<file path="config.mk">
export PLATFORM = sky130hd
export DESIGN_NAME = id_scroller
export DESIGN_NICKNAME = d
export VERILOG_FILES = /design/src/rtl/id_scroller.sv
export SDC_FILE = /design/constraint.sdc
export NUM_CORES = 1
export LEC_CHECK = 0
export CAP_MARGIN = 30
export CORE_MARGIN = 8
export CORE_UTILIZATION = 50
export DETAILED_ROUTE_END_ITERATION = 7
export PLACE_DENSITY = 0.7
export SYNTH_ARGS = -nofsm -noshare
export SYNTH_HDL_FRONTEND = slang
export SYNTH_SLANG_ARGS = --single-unit
</file>
<file path="constraint.sdc">
create_clock -name clk -period 7.3 [get_ports clk]
set_input_delay 0.73 -clock clk [delete_from_list [all_inputs] [get_ports clk]]
set_output_delay 0.73 -clock clk [all_outputs]
set_load 0.005 [all_outputs]
</file>
<file path="src/rtl/id_scroller.sv">
`default_nettype none
// ============================================================================
// Module   : id_scroller
// Purpose  : Scrolls a 4-digit window across an 8-digit BCD identifier for a
//            multiplexed 4-digit display.  A free-running scan divider makes
//            the display strobe; every SCROLL_SCANS strobes taken while run
//            is high, the window start index steps left or right (mod 8).
// Ports    : clk    - single clock, rising edge
//            rst    - synchronous active-high reset
//            run    - 1 = scrolling enabled, 0 = window frozen
//            dir    - 0 = step offset up, 1 = step offset down
//            en     - one-cycle scan strobe for the downstream display
//            d3..d0 - registered BCD window, d3 leftmost
//            offset - current window start index 0..7
// Revision : 1.0  initial release
// ============================================================================
module id_scroller #(
   parameter logic [31:0] ID           = 32'h3190_1234,
   parameter int          SCAN_DIV     = 4,
   parameter int          SCROLL_SCANS = 12
) (
   input  logic       clk,
   input  logic       rst,
   input  logic       run,
   input  logic       dir,
   output logic       en,
   output logic [3:0] d3,
   output logic [3:0] d2,
   output logic [3:0] d1,
   output logic [3:0] d0,
   output logic [2:0] offset
);

   // Terminal counts; both fit in 16 bits over the legal parameter range.
   localparam logic [15:0] SCAN_LAST   = 16'(SCAN_DIV - 1);
   localparam logic [15:0] SCROLL_LAST = 16'(SCROLL_SCANS - 1);

   // ------------------------------------------------------------------------
   // Identifier split into digits; digit 0 is the most significant nibble.
   // ------------------------------------------------------------------------
   logic [3:0] id_digit [8];

   generate
      for (genvar i = 0; i < 8; i++) begin : g_id_digits
         assign id_digit[i] = ID[31 - 4*i -: 4];
      end
   endgenerate

   // ------------------------------------------------------------------------
   // State
   // ------------------------------------------------------------------------
   logic [15:0] scan_cnt_q,   scan_cnt_d;
   logic [15:0] scroll_cnt_q, scroll_cnt_d;
   logic [2:0]  offset_q,     offset_d;
   logic [3:0]  d3_q, d3_d;
   logic [3:0]  d2_q, d2_d;
   logic [3:0]  d1_q, d1_d;
   logic [3:0]  d0_q, d0_d;

   logic scan_wrap;
   logic scroll_adv;
   logic step;

   // The strobe is a pure decode of the scan counter so it never depends on
   // run or dir, and it is low in the first cycle after reset because the
   // counter restarts at 0 and SCAN_DIV is at least 2.
   assign scan_wrap = (scan_cnt_q == SCAN_LAST);
   assign en        = scan_wrap;

   always_comb begin
      scan_cnt_d   = scan_wrap ? 16'd0 : scan_cnt_q + 16'd1;

      scroll_adv   = scan_wrap && run;
      step         = scroll_adv && (scroll_cnt_q == SCROLL_LAST);

      scroll_cnt_d = scroll_cnt_q;
      if (scroll_adv) begin
         scroll_cnt_d = step ? 16'd0 : scroll_cnt_q + 16'd1;
      end

      // dir is only looked at here, so changing it mid-count affects only
      // the next step; the 3-bit arithmetic gives the mod-8 wrap for free.
      offset_d = offset_q;
      if (step) begin
         offset_d = dir ? offset_q - 3'd1 : offset_q + 3'd1;
      end

      // The window is reloaded from the new offset on the same edge, so the
      // digits and offset become visible together.
      d3_d = d3_q;
      d2_d = d2_q;
      d1_d = d1_q;
      d0_d = d0_q;
      if (step) begin
         d3_d = id_digit[offset_d];
         d2_d = id_digit[offset_d + 3'd1];
         d1_d = id_digit[offset_d + 3'd2];
         d0_d = id_digit[offset_d + 3'd3];
      end
   end

   // Reset wins over everything, including a step that would fall on the
   // same edge.
   always_ff @(posedge clk) begin
      if (rst) begin
         scan_cnt_q   <= 16'd0;
         scroll_cnt_q <= 16'd0;
         offset_q     <= 3'd0;
         d3_q         <= id_digit[0];
         d2_q         <= id_digit[1];
         d1_q         <= id_digit[2];
         d0_q         <= id_digit[3];
      end else begin
         scan_cnt_q   <= scan_cnt_d;
         scroll_cnt_q <= scroll_cnt_d;
         offset_q     <= offset_d;
         d3_q         <= d3_d;
         d2_q         <= d2_d;
         d1_q         <= d1_d;
         d0_q         <= d0_d;
      end
   end

   assign d3     = d3_q;
   assign d2     = d2_q;
   assign d1     = d1_q;
   assign d0     = d0_q;
   assign offset = offset_q;

endmodule
`default_nettype wire

</file>
==> impl.org <==
** Outcome
- The run finished with clean final reports.

** CTS
- The number of hold buffers added after CTS was 0.
- Clock tree synthesis selected as its root buffer the cell clkbuf_8.
- CTS tree :: done
- At the later pin of the worst-skew pair, clock insertion delay measures 0.31 ns.
- After clock tree synthesis, the repair step resized 0 gates.
- Clk sinks :: 51
- H-tree Lvls :: 2
- The number of setup buffers added after CTS is 0.
- Register clock-pin slew on the reported worst setup and hold paths :: 0.10 ns
- Buffers from clock root to sink, at most :: 2
- Counting the buffers created by CTS gives 5.

** Logic synthesis
- In this run, synthesis produced a sequential element count of 51.
- Netlist area before placement :: 2660 um2
- Sequential share of the synthesized area :: 0.385
- Yosys synthesis warning count :: 0
- The share of synthesized area in the top cell type comes to 0.385.
- Synthesis handed over a netlist of 303 instances.
- Post-Synthesis Net Count :: 320
- After synthesis, the share of flip-flops with an asynchronous set or reset is 0.
- Mean instance size in the synthesized netlist :: 8.76 um2
- In the synthesized netlist the dominant register cell turns out to be dfxtp_1.
- Number of synthesized flops with an enable pin :: 0
- Netlist cell types :: 46
- After synthesis, the cell types taking the most area are dfxtp_1 (38%), ha_1 (5.7%), a21oi_1 (5.5%).
- Synth area leader :: dfxtp_1

** Finish
- Final std cells w/o fill :: 387
- Leading cell type in the layout, fill and taps excluded :: dfxtp_1
- 0 antenna diodes ended up in the layout.
- In the layout the commonest cells are dfxtp_1 (51), a21oi_1 (29), clkdlybuf4s50_1 (23), o21ai_0 (19).
- From synthesis to final layout, the design area changed by 12.7%.
- NumNets Final :: 333
- Registers take 1020 um2.
- Fraction of layout instances using a drive strength above 1 :: 0.0694
- For this run, the share of the core covered by cells in the final layout is 0.586.
- Number of fill cells in the layout :: 492
- Area of the multi-input gates :: 1520 um2

** Power
- Reported leakage power :: 0.998 nW
- Power spread over the standard cell area amounts to 158 nW/um2.
- Maximum resistive drop on vdd :: 0.0995 mV

** STA
- For the pin with the worst max-slew slack, the measured transition is 0.981 ns.
- Crit path setup slack, layout :: 3.55 ns
- Hold is met by 0.469 ns.
- Setup repair after global routing left no endpoint under its margin.
- The max-slew violation count was 0.
- Remaining max-slew budget at the tightest pin :: 0.344
- In the final timing run, aggregate negative setup slack is 0 ns.
- Subtracting the final worst setup slack from the clock period gives 3.75 ns.
- Worst clock skew :: 0.00649 ns
- Ratio of final minimum period to clock period :: 0.514
- Setup violations remaining at the end of the flow were counted as 0.
- Fmax achieved :: 0.267 GHz
- Final Hold Violating Endpoints :: 0

** Global route
- Entering global routing, the biggest net connects 42 pins.
- Wire length of the first global-routing pass :: 10000 um
- Total GRT Usage :: 0.157
- After global routing the overflow that remains totals 0.
- Initial antenna violation count :: 0
- The number of global-route vias before repair was 2183.

** Worst setup path
- In this run the worst path has a maximum fanout of 25.
- For the worst setup path, the data required time is 7.56 ns.
- Startpoint type of the worst setup path :: flop
- Launching point of the worst reg2reg path :: scroll_cnt_q[0]
- The most critical setup path has its startpoint at scroll_cnt_q[0].
- Critical path class :: flop to flop
- STA classifies the critical path endpoint as a flop.
- Critical Path AT :: 4.01 ns

** Floorplanning
- Effective utilization at floorplan :: 0.520
- 24 I/O pins were placed.
- In this run the standard cell core region covers 5110 um2.
- Die Area :: 7900 um2
- Measured along the y axis, the die boundary spans 88.9 um.
- Horizontal extent of the die :: 88.9 um
- Row generation in the floorplan step produced 26 rows.

** Route
- The detailed router put a total of 2880 um of wire on met1.
- The final route contains 2291 vias.
- The first routing iteration left 108 violations.
- Remaining routing DRC violations :: 0
- Number of iterations in the first detailed-routing pass :: 5
- Dividing the detail-routed via count by the number of cells gives 5.92.
- Routed Wire Length :: 5950 um
- Count of nets left with antenna violations after detail routing :: 0
- The routed design uses 290 um of met3 wire.
- Max Used Layer :: met4
- Dividing the detail-routed wire length by the instance count gives 15.4 um.
- Detailed route wirelength on metal2 :: 2720 um

** Place
- Number of instances in the placed design :: 379
- Last weighted congestion value of the routability-driven placer :: 0.899
- Input and output buffers added on the ports amount to 23.
- Summed over all nets, the half-perimeter wirelength after detailed placement is 4070 um.
- Setup Slack @ Placement :: 3.55 ns

** Min path
- Hold path start :: scan_cnt_q[0]
- Hold Crit Class :: flop to flop

** Run
- Max-capacitance violation count :: 0
==> flip-flops by register name, summed over array words and instances (netlist names) <==
register      flops
d3                4
d0                4
offset            3
d2                4
d1                4
scan_cnt_q       16
scroll_cnt_q     16
==> worst paths after layout <==
kind                   end  slack, ns  cells past startpoint
max                  d2[0]       3.55                      9
min          scan_cnt_q[0]       0.47                      1
max reg2reg          d2[0]       3.55                      9
min reg2reg  scan_cnt_q[0]       0.47                      1
==> worst max-delay path, stage by stage, from the launching register on <==
cell       delay (ns)
dfxtp_1          0.38
ha_1             0.24
and4bb_2         0.26
nand4_1          0.77
o21ai_0          0.56
nand2_1          0.22
ha_1             0.29
ha_1             0.37
a2111oi_0        0.47
a211o_1          0.15
==> cell usage after synthesis (2+ instances only) <==
cell	instances
dfxtp_1	51
a21oi_1	29
o21ai_0	19
nand3_1	18
nor2_1	18
nand2_1	16
clkbuf_1	12
ha_1	12
nand4_1	12
or3_1	12
xor2_1	10
and4_1	8
inv_1	8
nor4_1	6
xnor2_1	6
buf_2	5
o32ai_1	5
a211o_1	4
mux2i_1	4
or4_1	4
and3_1	3
nor3_1	3
o31ai_1	3
or2_2	3
or3b_2	3
a2111oi_0	2
a311oi_1	2
and2_1	2
and4bb_2	2
buf_4	2
nand4b_1	2
nor3b_1	2
o2111ai_1	2
==> cell type report <==
cell class	instances	share of cell area
Clock inverter	3	0.00669
Timing Repair Buffer	25	0.0820
Clock buffer	5	0.0230
Inverter	8	0.0100
Tap cell	70	0.0293
Multi-Input combinational cell	225	0.508
Sequential cell	51	0.341
==> stage by stage <==
step | area [um2] | power (mW)
after detailed placement | 2900 | 0.314
final | 2990 | 0.473
after CTS | 2990 | 0.478
after floorplan | 2660 | 0.307
after global routing | 2990 | 0.491
after global placement | 2900 | 0.313
==> power by group <==
group / leakage (nW) / switching, mW / internal (mW) / total (mW)
registers: 0.411 / 0.00220 / 0.280 / 0.282
logic: 0.546 / 0.0156 / 0.00929 / 0.0249
clock network: 0.0402 / 0.0985 / 0.0669 / 0.165
total: 0.998 / 0.116 / 0.356 / 0.473
==> routing by layer <==
metal / track usage / up-vias
met5: 0 / -
met4: 0.0507 / 0
met3: 0.0418 / 7
met2: 0.257 / 55
met1: 0.194 / 1075
li1: - / 1154
==> cells by family (layout without fill, tap and decap cells) <==
kind of cell / count (synthesis) / count (layout) / synth area share
and+or+nand+nor: 119 / 119 / 0.264
AOI/OAI and AO/OA: 71 / 71 / 0.163
DFF: 51 / 51 / 0.385
buffers and inverters: 27 / 41 / 0.0434
xor gates and xnor gates: 17 / 17 / 0.0613
adders and majority gates: 13 / 13 / 0.0641
muxes: 5 / 5 / 0.0193
No activity file was read; power rests on OpenSTA's default activity.
